--- config.mk ---
export PLATFORM = sky130hd
export DESIGN_NAME = pwm_generator
export DESIGN_NICKNAME = d
export VERILOG_FILES = /design/src/rtl/pwm_generator.sv
export SDC_FILE = /design/constraint.sdc
export NUM_CORES = 1
export LEC_CHECK = 0
export CORE_MARGIN = 3
export CORE_UTILIZATION = 30
export DETAILED_ROUTE_END_ITERATION = 10
export PLACE_DENSITY = 0.57
export SYNTH_ARGS = -nofsm -noshare
export SYNTH_HDL_FRONTEND = slang
export SYNTH_SLANG_ARGS = --single-unit
--- constraint.sdc ---
create_clock -name clk -period 2.2 [get_ports clk]
set_input_delay 0.22 -clock clk [delete_from_list [all_inputs] [get_ports clk]]
set_output_delay 0.22 -clock clk [all_outputs]
set_load 0.02 [all_outputs]
--- src/rtl/pwm_generator.sv ---
// Prescaled PWM generator. New duty/period/prescale settings are held in a
// pending shadow and only become active at a period boundary.
module pwm_generator #(
    parameter int WORD_LENGTH    = 8,
    parameter int PRESCALE_WIDTH = 8
) (
    input  logic                      clk,
    input  logic                      reset,
    input  logic                      enable,
    input  logic                      load,
    input  logic [WORD_LENGTH-1:0]    duty_in,
    input  logic [WORD_LENGTH-1:0]    period_in,
    input  logic [PRESCALE_WIDTH-1:0] prescale_in,
    output logic                      pwm_out,
    output logic                      period_done,
    output logic                      busy
);

    typedef enum logic [0:0] {
        IDLE = 1'b0,
        RUN  = 1'b1
    } state_t;

    localparam logic [WORD_LENGTH-1:0]    CNT_ONE = {{(WORD_LENGTH-1){1'b0}}, 1'b1};
    localparam logic [PRESCALE_WIDTH-1:0] PRE_ONE = {{(PRESCALE_WIDTH-1){1'b0}}, 1'b1};

    state_t                    state_q;
    logic [WORD_LENGTH-1:0]    cnt_q;
    logic [PRESCALE_WIDTH-1:0] pre_cnt_q;
    logic [WORD_LENGTH-1:0]    duty_act_q;
    logic [WORD_LENGTH-1:0]    period_act_q;
    logic [PRESCALE_WIDTH-1:0] prescale_act_q;
    logic [WORD_LENGTH-1:0]    duty_pend_q;
    logic [WORD_LENGTH-1:0]    period_pend_q;
    logic [PRESCALE_WIDTH-1:0] prescale_pend_q;
    logic                      pend_valid_q;
    logic                      tick_s;
    logic                      boundary_s;

    // Outputs are decoded straight from registered state so the pin sees no extra cycle of lag.
    assign tick_s      = (state_q == RUN) && (pre_cnt_q == prescale_act_q);
    assign boundary_s  = tick_s && (cnt_q == period_act_q);
    assign period_done = boundary_s;
    assign busy        = (state_q == RUN);
    assign pwm_out     = (state_q == RUN) && (cnt_q < duty_act_q);

    // Control FSM, prescaler, main counter and the active/pending setting registers.
    always_ff @(posedge clk or negedge reset) begin
        if (!reset) begin
            state_q         <= IDLE;
            cnt_q           <= '0;
            pre_cnt_q       <= '0;
            duty_act_q      <= '0;
            period_act_q    <= '0;
            prescale_act_q  <= '0;
            duty_pend_q     <= '0;
            period_pend_q   <= '0;
            prescale_pend_q <= '0;
            pend_valid_q    <= 1'b0;
        end else begin
            case (state_q)
                IDLE: begin
                    cnt_q     <= '0;
                    pre_cnt_q <= '0;
                    if (load) begin
                        duty_pend_q     <= duty_in;
                        period_pend_q   <= period_in;
                        prescale_pend_q <= prescale_in;
                        pend_valid_q    <= 1'b1;
                    end
                    // Starting always uses the live inputs; anything pending is discarded.
                    if (enable) begin
                        duty_act_q     <= duty_in;
                        period_act_q   <= period_in;
                        prescale_act_q <= prescale_in;
                        pend_valid_q   <= 1'b0;
                        state_q        <= RUN;
                    end
                end
                RUN: begin
                    if (tick_s) begin
                        pre_cnt_q <= '0;
                        cnt_q     <= boundary_s ? '0 : cnt_q + CNT_ONE;
                    end else begin
                        pre_cnt_q <= pre_cnt_q + PRE_ONE;
                    end
                    if (boundary_s) begin
                        // A load landing on the boundary bypasses the shadow entirely.
                        if (load) begin
                            duty_act_q     <= duty_in;
                            period_act_q   <= period_in;
                            prescale_act_q <= prescale_in;
                            pend_valid_q   <= 1'b0;
                        end else if (pend_valid_q) begin
                            duty_act_q     <= duty_pend_q;
                            period_act_q   <= period_pend_q;
                            prescale_act_q <= prescale_pend_q;
                            pend_valid_q   <= 1'b0;
                        end
                        if (!enable) begin
                            state_q <= IDLE;
                        end
                    end else if (load) begin
                        duty_pend_q     <= duty_in;
                        period_pend_q   <= period_in;
                        prescale_pend_q <= prescale_in;
                        pend_valid_q    <= 1'b1;
                    end
                end
                default: begin
                    state_q <= IDLE;
                end
            endcase
        end
    end

endmodule

==> impl_metrics.env <==
export IMPL_outcome="finished, final reports clean"
export IMPL_final_layout_size_suffix_gt1_share_pct=38.9
export IMPL_clock_sinks=66
export IMPL_slew_limit_headroom_pct=56.4
export IMPL_cts_clk_slew_worst_paths_ns=0.07
export IMPL_switching_share_pct=26.1
export IMPL_max_freq_ghz=0.475
export IMPL_synth_distinct_cells=43
export IMPL_cap_viol_max_count=0
export IMPL_post_synth_top_area_fraction_pct=49.3
export IMPL_combinationalPowerShare_pct=23.2
export IMPL_drv_slew=0
export IMPL_endpoint_kind="primary output"
export IMPL_power_switching_uw=942
export IMPL_vdd_drop_max_mv=0.287
export IMPL_std_cell_rows=37
export IMPL_portBuffers=30
export IMPL_avgSynthCellArea_um2=12.4
export IMPL_overflow_left_after_global_routing=0
export IMPL_drt_first_pass_iters=4
export IMPL_floorplan_die_height_um=112
export IMPL_htreeDepth=3
export IMPL_power_internal_mw=2.67
export IMPL_tightestPinTransition_ns=0.649
export IMPL_synth_edff_count=0
export IMPL_worst_ep_required_time_ns=1.98
export IMPL_routed_wirelength_mm=7.12
export IMPL_grt_first_pass_wirelength_mm=11.3
export IMPL_synth_yosys_seq_area_share_pct=49.3
export IMPL_synth_area_top_cells="sky130_fd_sc_hd__dfrtp_1 49%, sky130_fd_sc_hd__mux2_2 19%, sky130_fd_sc_hd__mux2i_1 4.5%, sky130_fd_sc_hd__xnor2_1 4.4%, sky130_fd_sc_hd__ha_1 3.4%"
export IMPL_layout_commonest_cell="sky130_fd_sc_hd__dfrtp_1"
export IMPL_synth_ff_latch_count=66
export IMPL_fin_crit_ns=2.11
export IMPL_area_growth_syn_to_layout_pct=33.6
export IMPL_timing_hold_worst_class="input port to async pin"
export IMPL_post_route_period_util_pct=95.7
export IMPL_critPathMaxFanout=3
export IMPL_fillCellCount=990
export IMPL_overall_die_width_um=112
export IMPL_hold_slack_ns=0.395
export IMPL_initial_cell_density_of_the_core_pct=31.6
export IMPL_synth_largest_area_cell="sky130_fd_sc_hd__dfrtp_1"
export IMPL_design_portCount=31
export IMPL_critPathKind="flop to primary output"
export IMPL_wl_per_cell_um=14.7
export IMPL_critical_path_startpoint_type="flop"
export IMPL_syn_nets=307
export IMPL_placed_area_um2=4010
export IMPL_cts_path_max_buffers=2
export IMPL_power_density_nw_per_um2=806
export IMPL_first_global_vias=2263
export IMPL_core_area_um2=10600
export IMPL_dr_first_iter_drc_count=52
export IMPL_grt_usage_pct=11.4
export IMPL_mappedNetlistArea_um2=3350
export IMPL_antenna_violating_nets_remaining=0
export IMPL_grt_antenna_before_repair=0
export IMPL_clk_latency_ns=0.35
export IMPL_maximum_number_of_pins_on_one_net_before_global_route_repair=45
export IMPL_finalCoreUtilization_pct=42.3
export IMPL_synth_cells=270
export IMPL_floorplan_die_area_um2=12500
export IMPL_routed_via_density=4.69
export IMPL_clock_skew_final_ns=0.00980
export IMPL_finish_net_count=379
export IMPL_power_static_leakage_nw=1.95
export IMPL_cts_buffers_inserted=9
export IMPL_timing_hold_violations_final=0
export IMPL_final_setup_violations=0
export IMPL_postSynth_asyncResetShare_pct=100
export IMPL_clock_tree_root_cell="sky130_fd_sc_hd__clkbuf_8"
export IMPL_drt_drc_violations_left=0
export IMPL_mostFrequentLayoutCells="63 x sky130_fd_sc_hd__dfrtp_1, 58 x sky130_fd_sc_hd__mux2_2, 34 x sky130_fd_sc_hd__buf_4, 27 x sky130_fd_sc_hd__clkdlybuf4s50_1, 15 x sky130_fd_sc_hd__mux2i_1"
export IMPL_dominantRegCellSynth="sky130_fd_sc_hd__dfrtp_1"
export IMPL_fin_area_um2=4480
export IMPL_gp_congestion=0.849
export IMPL_synthesis_yosys_warnings=0
export IMPL_clock_share_of_power_pct=35.6
export IMPL_dpl_hpwl_mm=4.89
export IMPL_route_vias_total=2266
export IMPL_seq_power_share_pct=41.2
export IMPL_critPathArrivalTime_ns=1.89
export IMPL_antenna_cells=0
export IMPL_cts_tree="done"
## registers in the layout, summed over array words and instances (netlist names), 8 cells and up
name / flops
prescale_act_q: 8
duty_act_q: 8
pre_cnt_q: 8
prescale_pend_q: 8
duty_pend_q: 8
cnt_q: 8
period_act_q: 8
period_pend_q: 8
## critical path, cell delays in order (launching register included)
cell	delay [ns]
sky130_fd_sc_hd__dfrtp_1	0.42
sky130_fd_sc_hd__ha_1	0.32
sky130_fd_sc_hd__a21o_1	0.18
sky130_fd_sc_hd__a31oi_1	0.14
sky130_fd_sc_hd__o21ai_0	0.13
sky130_fd_sc_hd__a31oi_1	0.17
sky130_fd_sc_hd__buf_4	0.17
## worst paths after layout
check,from,endpoint,slack [ns],depth (start not counted)
setup / recovery,cnt_q[5]$_DFFE_PN0P_,pwm_out,0.09,6
hold / removal,reset,duty_pend_q[5]$_DFFE_PN0P_,0.39,2
setup reg to reg,cnt_q[7]$_DFFE_PN0P_,period_act_q[2]$_DFFE_PN0P_,0.11,7
hold reg to reg,prescale_pend_q[1]$_DFFE_PN0P_,prescale_pend_q[1]$_DFFE_PN0P_,0.50,1
max in group asynchronous,reset,cnt_q[2]$_DFFE_PN0P_,1.16,3
min in group clk,enable,pend_valid_q$_DFF_PN0_,0.50,2
## synthesized netlist by cell type (2+ instances only)
master,n
sky130_fd_sc_hd__dfrtp_1,66
sky130_fd_sc_hd__mux2_2,58
sky130_fd_sc_hd__xnor2_1,17
sky130_fd_sc_hd__mux2i_1,15
sky130_fd_sc_hd__nor2_1,12
sky130_fd_sc_hd__nand3_1,11
sky130_fd_sc_hd__ha_1,9
sky130_fd_sc_hd__inv_1,8
sky130_fd_sc_hd__nand2_1,7
sky130_fd_sc_hd__and3_1,6
sky130_fd_sc_hd__a21oi_1,5
sky130_fd_sc_hd__xor2_1,5
sky130_fd_sc_hd__a31oi_1,4
sky130_fd_sc_hd__clkbuf_1,4
sky130_fd_sc_hd__nand4_1,4
sky130_fd_sc_hd__o21ai_0,4
sky130_fd_sc_hd__a21o_1,2
sky130_fd_sc_hd__and2_1,2
sky130_fd_sc_hd__and4_1,2
sky130_fd_sc_hd__buf_4,2
sky130_fd_sc_hd__nand2b_1,2
sky130_fd_sc_hd__nand4b_1,2
sky130_fd_sc_hd__nor3_1,2
sky130_fd_sc_hd__o311ai_0,2
## stage by stage
| stage | worst slack [ns] | power, mW | TNS, ns | cells |
|---|---|---|---|---|
| floorplan | 0.119 | 1.96 | 0 | 270 |
| global placement | 0.000858 | 2.28 | 0 | 454 |
| detailed placement | 0.00889 | 2.30 | 0 | 454 |
| CTS | 0.0344 | 3.60 | 0 | 471 |
| global route | -0.0000382 | 3.80 | -0.0000382 | 483 |
| finish | 0.0949 | 3.61 | 0 | 483 |
## per-layer routing
metal / wire (um) / GRT usage (%) / part of all wire [%]
met1: 3420 / 15.2 / 48
met2: 3380 / 17.8 / 47
met3: 208 / 2.99 / 2.9
met4: 123 / 4.38 / 1.7
met5: 0 / 0 / 0
## repair_timing
item	in CTS	in global routing
pin swaps	0	9
hold buffers	1	0
cloned	0	1
gates resized for setup	9	20
endpoints found under the hold margin	22	0
endpoints found under the setup margin	2	19
setup buffers	0	11
## final cells by class
type                       count  area, um2  area share, %
clock buffer                  11        151           3.38
sequential                    66       1660           37.0
timing repair buffer          71        688           15.4
clock inverter                 5        100           2.23
tap                          136        170           3.80
inverter                       9       33.8          0.754
multi-input combinational    185       1680           37.5
## logic make-up (layout without fill, tap and decap cells)
logic type                 count (synthesis)  count (layout)  synth area share, %
muxes                                     73              73                 24.0
DFF                                       66              66                 49.3
and+or+nand+nor                           55              55                 8.88
AOI/OAI and AO/OA                         26              26                 5.82
xor gates and xnor gates                  22              22                 5.75
buffers and inverters                     19              96                 2.95
adders and majority gates                  9               9                 3.36
## power groups by stage
| stage | sequential (mW) | clock (mW) | combinational [mW] |
|---|---|---|---|
| after floorplan | 1.51 | 0 | 0.456 |
| after CTS | 1.48 | 1.31 | 0.807 |
| after global placement | 1.49 | 0 | 0.783 |
| after detailed placement | 1.51 | 0 | 0.792 |
| after global routing | 1.51 | 1.36 | 0.934 |
| final | 1.49 | 1.29 | 0.837 |
Power figures use the tool's default switching activity.
